[src/rtl/bin2bcd8.sv]
// Sequential 8-bit binary to 3-digit BCD converter using shift-and-add-3.
// Converts one bit per clock and delivers a result 8 cycles after an accepted START.
module bin2bcd8 (
    input  logic        CLOCK,
    input  logic        RESET_B,
    input  logic [7:0]  BIN,
    input  logic        START,
    output logic [11:0] BCD,
    output logic        BUSY,
    output logic        DONE
);

    typedef enum logic [1:0] {
        IDLE   = 2'd0,
        CONV   = 2'd1,
        DONE_S = 2'd2
    } state_t;

    state_t      state_q, state_d;
    logic [19:0] shift_q, shift_d;
    logic [2:0]  cnt_q,   cnt_d;
    logic [11:0] bcd_q,   bcd_d;

    logic [19:0] adj;
    logic [19:0] shifted;

    // Binary part passes through; each BCD nibble is corrected from its pre-adjust value
    assign adj[7:0] = shift_q[7:0];

    generate
        for (genvar gi = 0; gi < 3; gi++) begin : g_adj
            logic [3:0] nib;
            assign nib = shift_q[8 + 4*gi +: 4];
            assign adj[8 + 4*gi +: 4] = (nib >= 4'd5) ? nib + 4'd3 : nib;
        end
    endgenerate

    assign shifted = {adj[18:0], 1'b0};

    always_ff @(posedge CLOCK or negedge RESET_B) begin
        if (!RESET_B) begin
            state_q <= IDLE;
            shift_q <= 20'd0;
            cnt_q   <= 3'd0;
            bcd_q   <= 12'd0;
        end else begin
            state_q <= state_d;
            shift_q <= shift_d;
            cnt_q   <= cnt_d;
            bcd_q   <= bcd_d;
        end
    end

    always_comb begin
        state_d = state_q;
        shift_d = shift_q;
        cnt_d   = cnt_q;
        bcd_d   = bcd_q;
        unique case (state_q)
            IDLE, DONE_S: begin
                if (START) begin
                    shift_d = {12'd0, BIN};
                    cnt_d   = 3'd0;
                    state_d = CONV;
                end else begin
                    state_d = IDLE;
                end
            end
            CONV: begin
                shift_d = shifted;
                cnt_d   = cnt_q + 3'd1;
                if (cnt_q == 3'd7) begin
                    bcd_d   = shifted[19:8];
                    state_d = DONE_S;
                end
            end
            default: begin
                state_d = IDLE;
            end
        endcase
    end

    always_comb begin
        BUSY = (state_q == CONV);
        DONE = (state_q == DONE_S);
        BCD  = bcd_q;
    end

endmodule
[config.mk]
export PLATFORM = sky130hd
export DESIGN_NAME = bin2bcd8
export DESIGN_NICKNAME = d
export VERILOG_FILES = /design/src/rtl/bin2bcd8.sv
export SDC_FILE = /design/constraint.sdc
export NUM_CORES = 1
export LEC_CHECK = 0
export ABC_AREA = 1
export CAP_MARGIN = 30
export CORE_MARGIN = 2
export CORE_UTILIZATION = 30
export DETAILED_ROUTE_END_ITERATION = 6
export GPL_TIMING_DRIVEN = 0
export HOLD_SLACK_MARGIN = 0.05
export PLACE_DENSITY = 0.56
export SLEW_MARGIN = 20
export SYNTH_ARGS = -nofsm -noshare
export SYNTH_HDL_FRONTEND = slang
export SYNTH_SLANG_ARGS = --single-unit
[constraint.sdc]
create_clock -name CLOCK -period 2.5 [get_ports CLOCK]
set_input_delay 0.5 -clock CLOCK [delete_from_list [all_inputs] [get_ports CLOCK]]
set_output_delay 0.5 -clock CLOCK [all_outputs]
set_load 0.05 [all_outputs]
==> flow_summary.yaml, run 1 <==
placed_design:
  place_hpwl_um: 2710
  finalWeightedCongestion: 0.825
  place_area_sq_um: 2140
  port_buffers: 24
  placedCellCount: 309
layout:
  fillers: 603
  multiInputGateArea_sq_um: 741
  fin_util_pct: 38.6
  fin_cells: 317
  syn_to_final_growth_pct: 26.1
  antenna-diode-count: 0
  post-route-cell-area_sq_um: 2260
  register_area_sq_um: 926
  fin_nets: 260
  drive_gt1_share_pct: 10.3
power_and_ir_drop:
  comb_power_share_pct: 53.2
  switchingPower_mw: 1.54
  total_leakage_power_nw: 1.12
  power_density_nw_per_um2: 1500
  power.total_mw: 3.39
  p_int_mw: 1.84
  pwr-share-clk_pct: 15.7
  power.share.sequential_pct: 31.1
  vdd_drop_max_uv: 544
  swShare_pct: 45.6
clock_network:
  cts_buffers: 5
  clk_pin_slew_ns: 0.08
  cts.sinks: 37
  insertion_delay_ns: 0.29
  cts-root-buf: "clkbuf_8"
  htree_levels: 2
  post_cts_buffers: 0
  clock_path_buffers: 2
  cts_tree: "built"
worst_setup_path:
  path_class: "reg -> out"
  startpoint_type: "register"
  arrival_ns: 1.61
  crit_path_end_kind: "output pin"
  cp.required_ns: 2.00
  crit_fanout: 3
synth:
  synth_top_family_by_area: "simple AND/OR/NAND/NOR gates"
  ys_seq_area_share_pct: 51.6
  yosysTopAreaCellShare_pct: 51.6
  yosysTopAreaCell: "dfrtp_1"
  synth_xor_area_share_pct: 0
  synth_warnings: 0
  muxShareOfSynthArea_pct: 0
  synth.area.top_cells: "dfrtp_1, nand2_1, ha_1"
  synth-compound-area-share_pct: 7.40
  synth_area_per_cell_sq_um: 8.58
  ys_ff_latch: 37
  syn_inst: 209
  yosysUniqueCellTypes: 21
  synth_area_sq_um: 1790
  synth_fa_ha_area_share_pct: 5.58
  synth-simple-area-share_pct: 28.3
  syn-num-nets: 228
run:
  drv_cap: 0
grt:
  grt_pass1_vias: 1463
  grt-ovfl-total: 0
  grt_pass1_wl_um: 6450
  track_usage_pct: 13.0
  antenna_found_initial: 0
  grt_max_degree: 26
worst_hold_path:
  hp-class: "in -> async"
sta:
  post-route-period-util_pct: 84.6
  period_minus_slack_ns: 2.11
  setup_viol: 0
  worstMarginPinSlew_ns: 0.504
  finalHoldViolCount: 0
  grt_setup_unrepaired: "no"
  timing.setup.tns_ns: 0
  drv_slew: 0
  slew_headroom_pct: 66.3
  clock_skew_ns: 0.00776
  clock.fmax_mhz: 473
floorplanning:
  dieHeight_um: 81.3
  die_area_sq_um: 6610
  io_pins: 25
  fp.coreArea_sq_um: 5850
  num_rows: 28
  start_util_pct: 30.6
  die_w_um: 81.3
route:
  dr_total_vias: 1464
  avgViaCountPerCell: 4.62
  wl_um: 3850
  drt-initial-drc-count: 52
  first_pass_iters: 4
  drcViolationCount: 0
  wl_per_cell_um: 12.1
  antenna_left: 0
status:
  status: "finished, final reports clean"
area by class of cell:
type / count / area share [%]
Sequential cell: 37 / 41.0
Multi-Input combinational cell: 147 / 32.8
Tap cell: 75 / 4.15
Inverter: 19 / 3.21
Clock buffer: 7 / 3.82
Timing Repair Buffer: 25 / 11.4
Buffer: 6 / 2.38
Clock inverter: 1 / 1.33
power groups by stage:
stage / sequential [mW] / combinational [mW] / clock (mW)
floorplan: 1.32 / 1.05 / 0
global placement: 1.06 / 1.76 / 0
detailed placement: 1.07 / 1.81 / 0
CTS: 1.05 / 1.82 / 0.560
global route: 1.09 / 2.01 / 0.584
finish: 1.05 / 1.80 / 0.533
sequential cells by signal (all words and copies together) (netlist names):
register and cells:
cnt_q 3, shift_q 20, BCD 12, state_q 2
cells in the mapped netlist, drive strengths merged:
library cell,n
o22ai,10
inv,18
o21ai,10
buf,6
clkinv,1
nand3,20
ha,8
nor3,7
nand4,4
nand2,73
a21oi,2
nor2,13
dfrtp,37
cell usage in the layout, fill, tap and decap left out:
cell             count
o21ai_2              1
buf_12               1
o21ai_0              8
dlymetal6s2s_1       1
nand2_2              1
clkdlybuf4s50_1     22
a21oi_1              2
clkinv_2             1
clkbuf_8             6
bufinv_16            1
nor3_1               7
buf_6                3
buf_2                2
inv_2                3
nand2_1             69
nor2_1              13
o22ai_1              9
inv_1               15
nand2_4              3
buf_4                2
o22ai_2              1
nand3_1             20
clkbuf_1             1
nand4_1              4
o21ai_1              1
dfrtp_1             37
ha_1                 8
what timing repair did:
action | in CTS | in global routing
endpoints found under the setup margin | 0 | 1
hold buffers | 0 | 0
gates resized for setup | 0 | 1
routing by layer:
metal | track usage, % | part of all wire (%) | vias up
li1 | - | - | 744
met1 | 15.7 | 47 | 683
met2 | 21.5 | 47 | 32
met3 | 3.78 | 5.0 | 5
met4 | 5.76 | 1.4 | 0
met5 | 0 | 0 | -
per-stage QoR:
stage	hold slack, ns	setup WS [ns]
6_report	0.103	0.386
5_1_grt	0.107	0.310
4_1_cts	0.0999	0.0245
3_5_place_dp	0.418	0.357
3_3_place_gp	0.458	0.0247
2_1_floorplan	0.204	0.939
final timing paths:
| check | endpoint | slack, ns | from | cells after the start |
|---|---|---|---|---|
| worst max-delay path | DONE | 0.39 | state_q[0] | 2 |
| worst min-delay path | BCD[9] | 0.10 | RESET_B | 1 |
| worst max register to register | BCD[1] | 1.05 | cnt_q[0] | 6 |
| worst min register to register | shift_q[0] | 0.47 | shift_q[0] | 2 |
| max in group asynchronous | state_q[1] | 1.96 | RESET_B | 2 |
| min in group CLOCK | shift_q[0] | 0.47 | shift_q[0] | 2 |
cell families (layout without fill, tap and decap cells):
family,count (synthesis),count (layout)
AND/OR/NAND/NOR,117,117
adder cells (fa/ha/maj),8,8
buffers and inverters,25,58
flip-flops,37,37
AO/OA/AOI/OAI,22,22
worst max-delay path, cell delays in order, from the launching register on:
cell and delay, ns:
dfrtp_1 0.41, nor2_1 0.12, clkdlybuf4s50_1 0.80
Power figures use the tool's default switching activity.
==> run 2, diff against run 1 <==
- clock period: 2.5 -> 2.05 ns (I/O delays scaled with it)
==> flow_summary.yaml, run 2 (same netlist as run 1, synthesis figures left out) <==
worst_setup_path:
  cp.required_ns: 1.64
  crit_path_end_kind: "output pin"
  critical_path.cell_chain: "inv_1 -> nand2_2 -> inv_2 -> buf_4 -> clkdlybuf4s15_2"
  r2r_slack_ns: 0.59
  startpoint_type: "register"
  slowest_stage: "clkdlybuf4s15_2"
  arrival_ns: 1.50
  slowest_delay_ns: 0.39
  path_class: "reg -> out"
  crit_fanout: 10
layout:
  final_cell_mix: "nand2_1, dfrtp_1, clkdlybuf4s50_1, nand3_1, inv_1"
  antenna-diode-count: 0
  syn_to_final_growth_pct: 26.5
  post-route-cell-area_sq_um: 2270
  largest_register: "shift_q"
  drive_gt1_share_pct: 10.7
  fin_nets: 261
  final_common_cell: "nand2_1"
  fin_cells: 318
  largest_register_ff_count: 20
sta:
  period_minus_slack_ns: 1.91
  finalHoldViolCount: 0
  drv_slew: 0
  clock.fmax_mhz: 522
  worstMarginPinSlew_ns: 0.496
  hold_ws_ns: 0.473
  grt_setup_unrepaired: "no"
  post-route-period-util_pct: 93.4
  slew_headroom_pct: 66.8
  setup_viol: 0
  clock_skew_ns: 0.00782
clock_network:
  htree_levels: 2
  cts-root-buf: "clkbuf_8"
  clock_path_buffers: 2
  insertion_delay_ns: 0.29
  post_cts_buffers: 0
  cts.sinks: 37
  clk_pin_slew_ns: 0.07
  cts_buffers: 5
  cts_tree: "built"
placed_design:
  finalWeightedCongestion: 0.825
  place_hpwl_um: 2710
  place_area_sq_um: 2140
  port_buffers: 24
  placedCellCount: 309
route:
  dr_total_vias: 1469
  wl_um: 3850
  drt-initial-drc-count: 55
  first_pass_iters: 4
  avgViaCountPerCell: 4.62
  antenna_left: 0
  wl_per_cell_um: 12.1
  drcViolationCount: 0
power_and_ir_drop:
  total_leakage_power_nw: 1.12
  vdd_drop_max_uv: 664
  power_density_nw_per_um2: 1820
grt:
  antenna_found_initial: 0
  grt_pass1_vias: 1466
  grt_pass1_wl_um: 6470
  grt-ovfl-total: 0
  track_usage_pct: 13.0
  grt_max_degree: 26
worst_hold_path:
  hp-class: "reg -> reg"
floorplanning:
  num_rows: 28
  die_w_um: 81.3
  dieHeight_um: 81.3
  io_pins: 25
  fp.coreArea_sq_um: 5850
  start_util_pct: 30.6
  die_area_sq_um: 6610
status:
  status: "finished, final reports clean"
run:
  drv_cap: 0
## run 2: cell type report
| cell class | instances | area (sq um) |
|---|---|---|
| fillers | 602 | 3580 |
| inverters | 19 | 72.6 |
| flip-flops and latches | 37 | 926 |
| well taps | 75 | 93.8 |
| multi-input cells | 147 | 741 |
| repair buffers | 26 | 265 |
| clock buffers | 7 | 86.3 |
| plain buffers | 6 | 53.8 |
| clock inverters | 1 | 30.0 |
## run 2: timing repair
action / 4_1_cts / 5_1_grt
setup endpoints to repair: 2 / 0
hold buffers: 1 / 0
hold endpoints to repair: 12 / 0
gates resized for setup: 4 / 0
## run 2: final timing paths
check                        endpoint        from  depth (start not counted)
setup reg to reg               BCD[1]    cnt_q[0]                          6
max in group asynchronous  state_q[1]     RESET_B                          3
hold reg to reg            shift_q[0]  shift_q[0]                          2
setup / recovery                 BUSY  state_q[1]                          5
min in group asynchronous      BCD[9]     RESET_B                          2
hold / removal             shift_q[0]  shift_q[0]                          2
## run 2: per-layer routing
metal	up-vias	routed length (um)	track usage [%]
met4	0	55	5.76
met5	-	0	0
met2	30	1820	21.6
li1	746	-	-
met3	5	189	3.78
met1	688	1790	15.7
## run 2: power by group
| group | leakage, nW | switching [mW] | internal (mW) |
|---|---|---|---|
| Clock | 0.0585 | 0.253 | 0.397 |
| Combinational | 0.613 | 1.42 | 0.773 |
| Sequential | 0.452 | 0.209 | 1.07 |
## run 2: stage by stage
stage | setup TNS, ns | power, mW | util, % | setup WS [ns]
after floorplan | 0 | 2.89 | - | 0.579
after global placement | -12.36 | 3.45 | 36.4 | -0.335
after detailed placement | -0.00318 | 3.51 | 36.6 | -0.00318
after CTS | 0 | 4.18 | 38.8 | 0.101
after global routing | 0 | 4.49 | 38.8 | 0.0473
final | 0 | 4.13 | 38.8 | 0.135
## run 2: critical path, delay by kind of cell, from the launching register on
family        cells  cell delay, ns
buf+inv           4            0.76
simple gates      1            0.10
flops             1            0.36
==> run 3, diff against run 2 <==
- CAP_MARGIN: 30 -> default
- CORE_MARGIN: 2 -> 1
- CORE_UTILIZATION: 30 -> 50
- PLACE_DENSITY: 0.56 -> 0.81
==> flow_summary.yaml, run 3 (same netlist as run 1, synthesis figures left out) <==
floorplanning:
  dieHeight_um: 61.9
  io_pins: 25
  num_rows: 21
  fp.coreArea_sq_um: 3390
  die_w_um: 61.9
  start_util_pct: 52.9
  die_area_sq_um: 3830
clock_network:
  post_cts_buffers: 0
  cts-root-buf: "clkbuf_4"
  htree_levels: 2
  insertion_delay_ns: 0.35
  clk_pin_slew_ns: 0.11
  cts_tree: "built"
  clock_path_buffers: 2
  cts.sinks: 37
  cts_buffers: 5
route:
  first_pass_iters: 4
  wl_per_cell_um: 12.3
  wl_met1_um: 1670
  wl_met2_um: 1710
  wl_met3_um: 130
  drcViolationCount: 0
  avgViaCountPerCell: 5.07
  antenna_left: 0
  wl_um: 3560
  highest_layer: "met4"
  dr_total_vias: 1466
  drt-initial-drc-count: 78
layout:
  largest_register: "shift_q"
  final_common_cell: "nand2_1"
  final_cell_mix: "nand2_1, dfrtp_1, clkdlybuf4s50_1, nand3_1, inv_1"
  antenna-diode-count: 0
  syn_to_final_growth_pct: 21.9
  largest_register_ff_count: 20
  fin_cells: 289
  fin_nets: 261
  drive_gt1_share_pct: 11.1
power_and_ir_drop:
  vdd_drop_max_uv: 758
  p_int_mw: 2.04
  power.total_mw: 3.91
  power.share.sequential_pct: 33.2
  power_density_nw_per_um2: 1790
  pwr-share-clk_pct: 11.3
  switchingPower_mw: 1.87
  total_leakage_power_nw: 1.11
  comb_power_share_pct: 55.4
  swShare_pct: 47.9
grt:
  grt-ovfl-total: 0
  grt_pass1_vias: 1369
  antenna_found_initial: 0
  grt_pass1_wl_um: 5980
  grt_max_degree: 30
  track_usage_pct: 21.9
worst_setup_path:
  critical_path.cell_chain: "inv_1 -> nand2_2 -> inv_2 -> buf_4 -> clkdlybuf4s15_2"
  arrival_ns: 1.56
  crit_fanout: 10
  r2r-end: "BCD[2]"
  crit_path_end_kind: "output pin"
  cp.required_ns: 1.64
  startpoint_type: "register"
  reg2regPathDepth: 6
  r2r_slack_ns: 0.64
  slowest_delay_ns: 0.39
  crit_start: "state_q[1]"
  slowest_stage: "clkdlybuf4s15_2"
  path_class: "reg -> out"
  regToRegStartpoint: "cnt_q[0]"
sta:
  drv_slew: 0
  post-route-period-util_pct: 96.0
  grt_setup_unrepaired: "no"
  clock.fmax_mhz: 508
  clock_skew_ns: 0.00676
  slew_headroom_pct: 66.6
  finalHoldViolCount: 0
  period_minus_slack_ns: 1.97
  worstMarginPinSlew_ns: 0.499
  setup_viol: 0
placed_design:
  port_buffers: 24
  finalWeightedCongestion: 0.853
  placedCellCount: 280
  place_hpwl_um: 2560
worst_hold_path:
  hp-class: "in -> async"
run:
  drv_cap: 0
status:
  status: "finished, final reports clean"
## run 3: cell types whose count changed in the layout (fill, tap and decap cells not counted), sizes merged
cell / change
bufinv: -1
clkinv: +1
## run 3: worst max-delay path, delay by kind of cell (launching register included)
kind | cells | cell delay [ns]
buf+inv | 4 | 0.74
simple gates | 1 | 0.09
flops | 1 | 0.38
## run 3: layout make-up
| type | instances | area [sq um] |
|---|---|---|
| Clock buffer | 7 | 65.1 |
| Timing Repair Buffer | 26 | 265 |
| Buffer | 6 | 53.8 |
| Fill cell | 289 | 1200 |
| Clock inverter | 1 | 5.00 |
| Sequential cell | 37 | 926 |
| Tap cell | 46 | 57.6 |
| Inverter | 19 | 72.6 |
| Multi-Input combinational cell | 147 | 741 |
## run 3: worst max-delay path by stage
stage,slack [ns],endpoint
after floorplan,0.58,DONE
after global placement,-0.26,shift_q[9]
after detailed placement,0.03,BUSY
after CTS,0.06,BUSY
after global routing,0.008,BUSY
final,0.08,BUSY
## run 3: metal layers
metal	up-vias	global-route usage, %
met4	0	8.89
li1	747	-
met5	-	0
met1	689	28.3
met3	6	5.59
met2	24	35.5
## run 3: power by group through the flow
stage	registers [mW]	logic (mW)	clock network [mW]
2_1_floorplan	1.61	1.28	0
3_3_place_gp	1.29	2.11	0
3_5_place_dp	1.31	2.18	0
4_1_cts	1.30	2.18	0.453
5_1_grt	1.34	2.43	0.486
6_report	1.30	2.17	0.444
## run 3: through the flow
stage                     utilization [%]  TNS, ns  hold slack, ns  worst slack (ns)  area, sq um
after global placement               61.7    -9.62           0.459            -0.262         2090
after global routing                 64.5        0           0.447           0.00775         2190
final                                64.5        0           0.437            0.0818         2190
after detailed placement             62.1        0           0.278            0.0287         2110
after floorplan                         -        0           0.114             0.579         1790
after CTS                            64.5        0           0.425            0.0649         2190
## run 3: timing repair
item,in CTS,in global routing
endpoints found under the setup margin,2,0
resized for setup,4,0
endpoints found under the hold margin,8,0
hold buffers,1,0
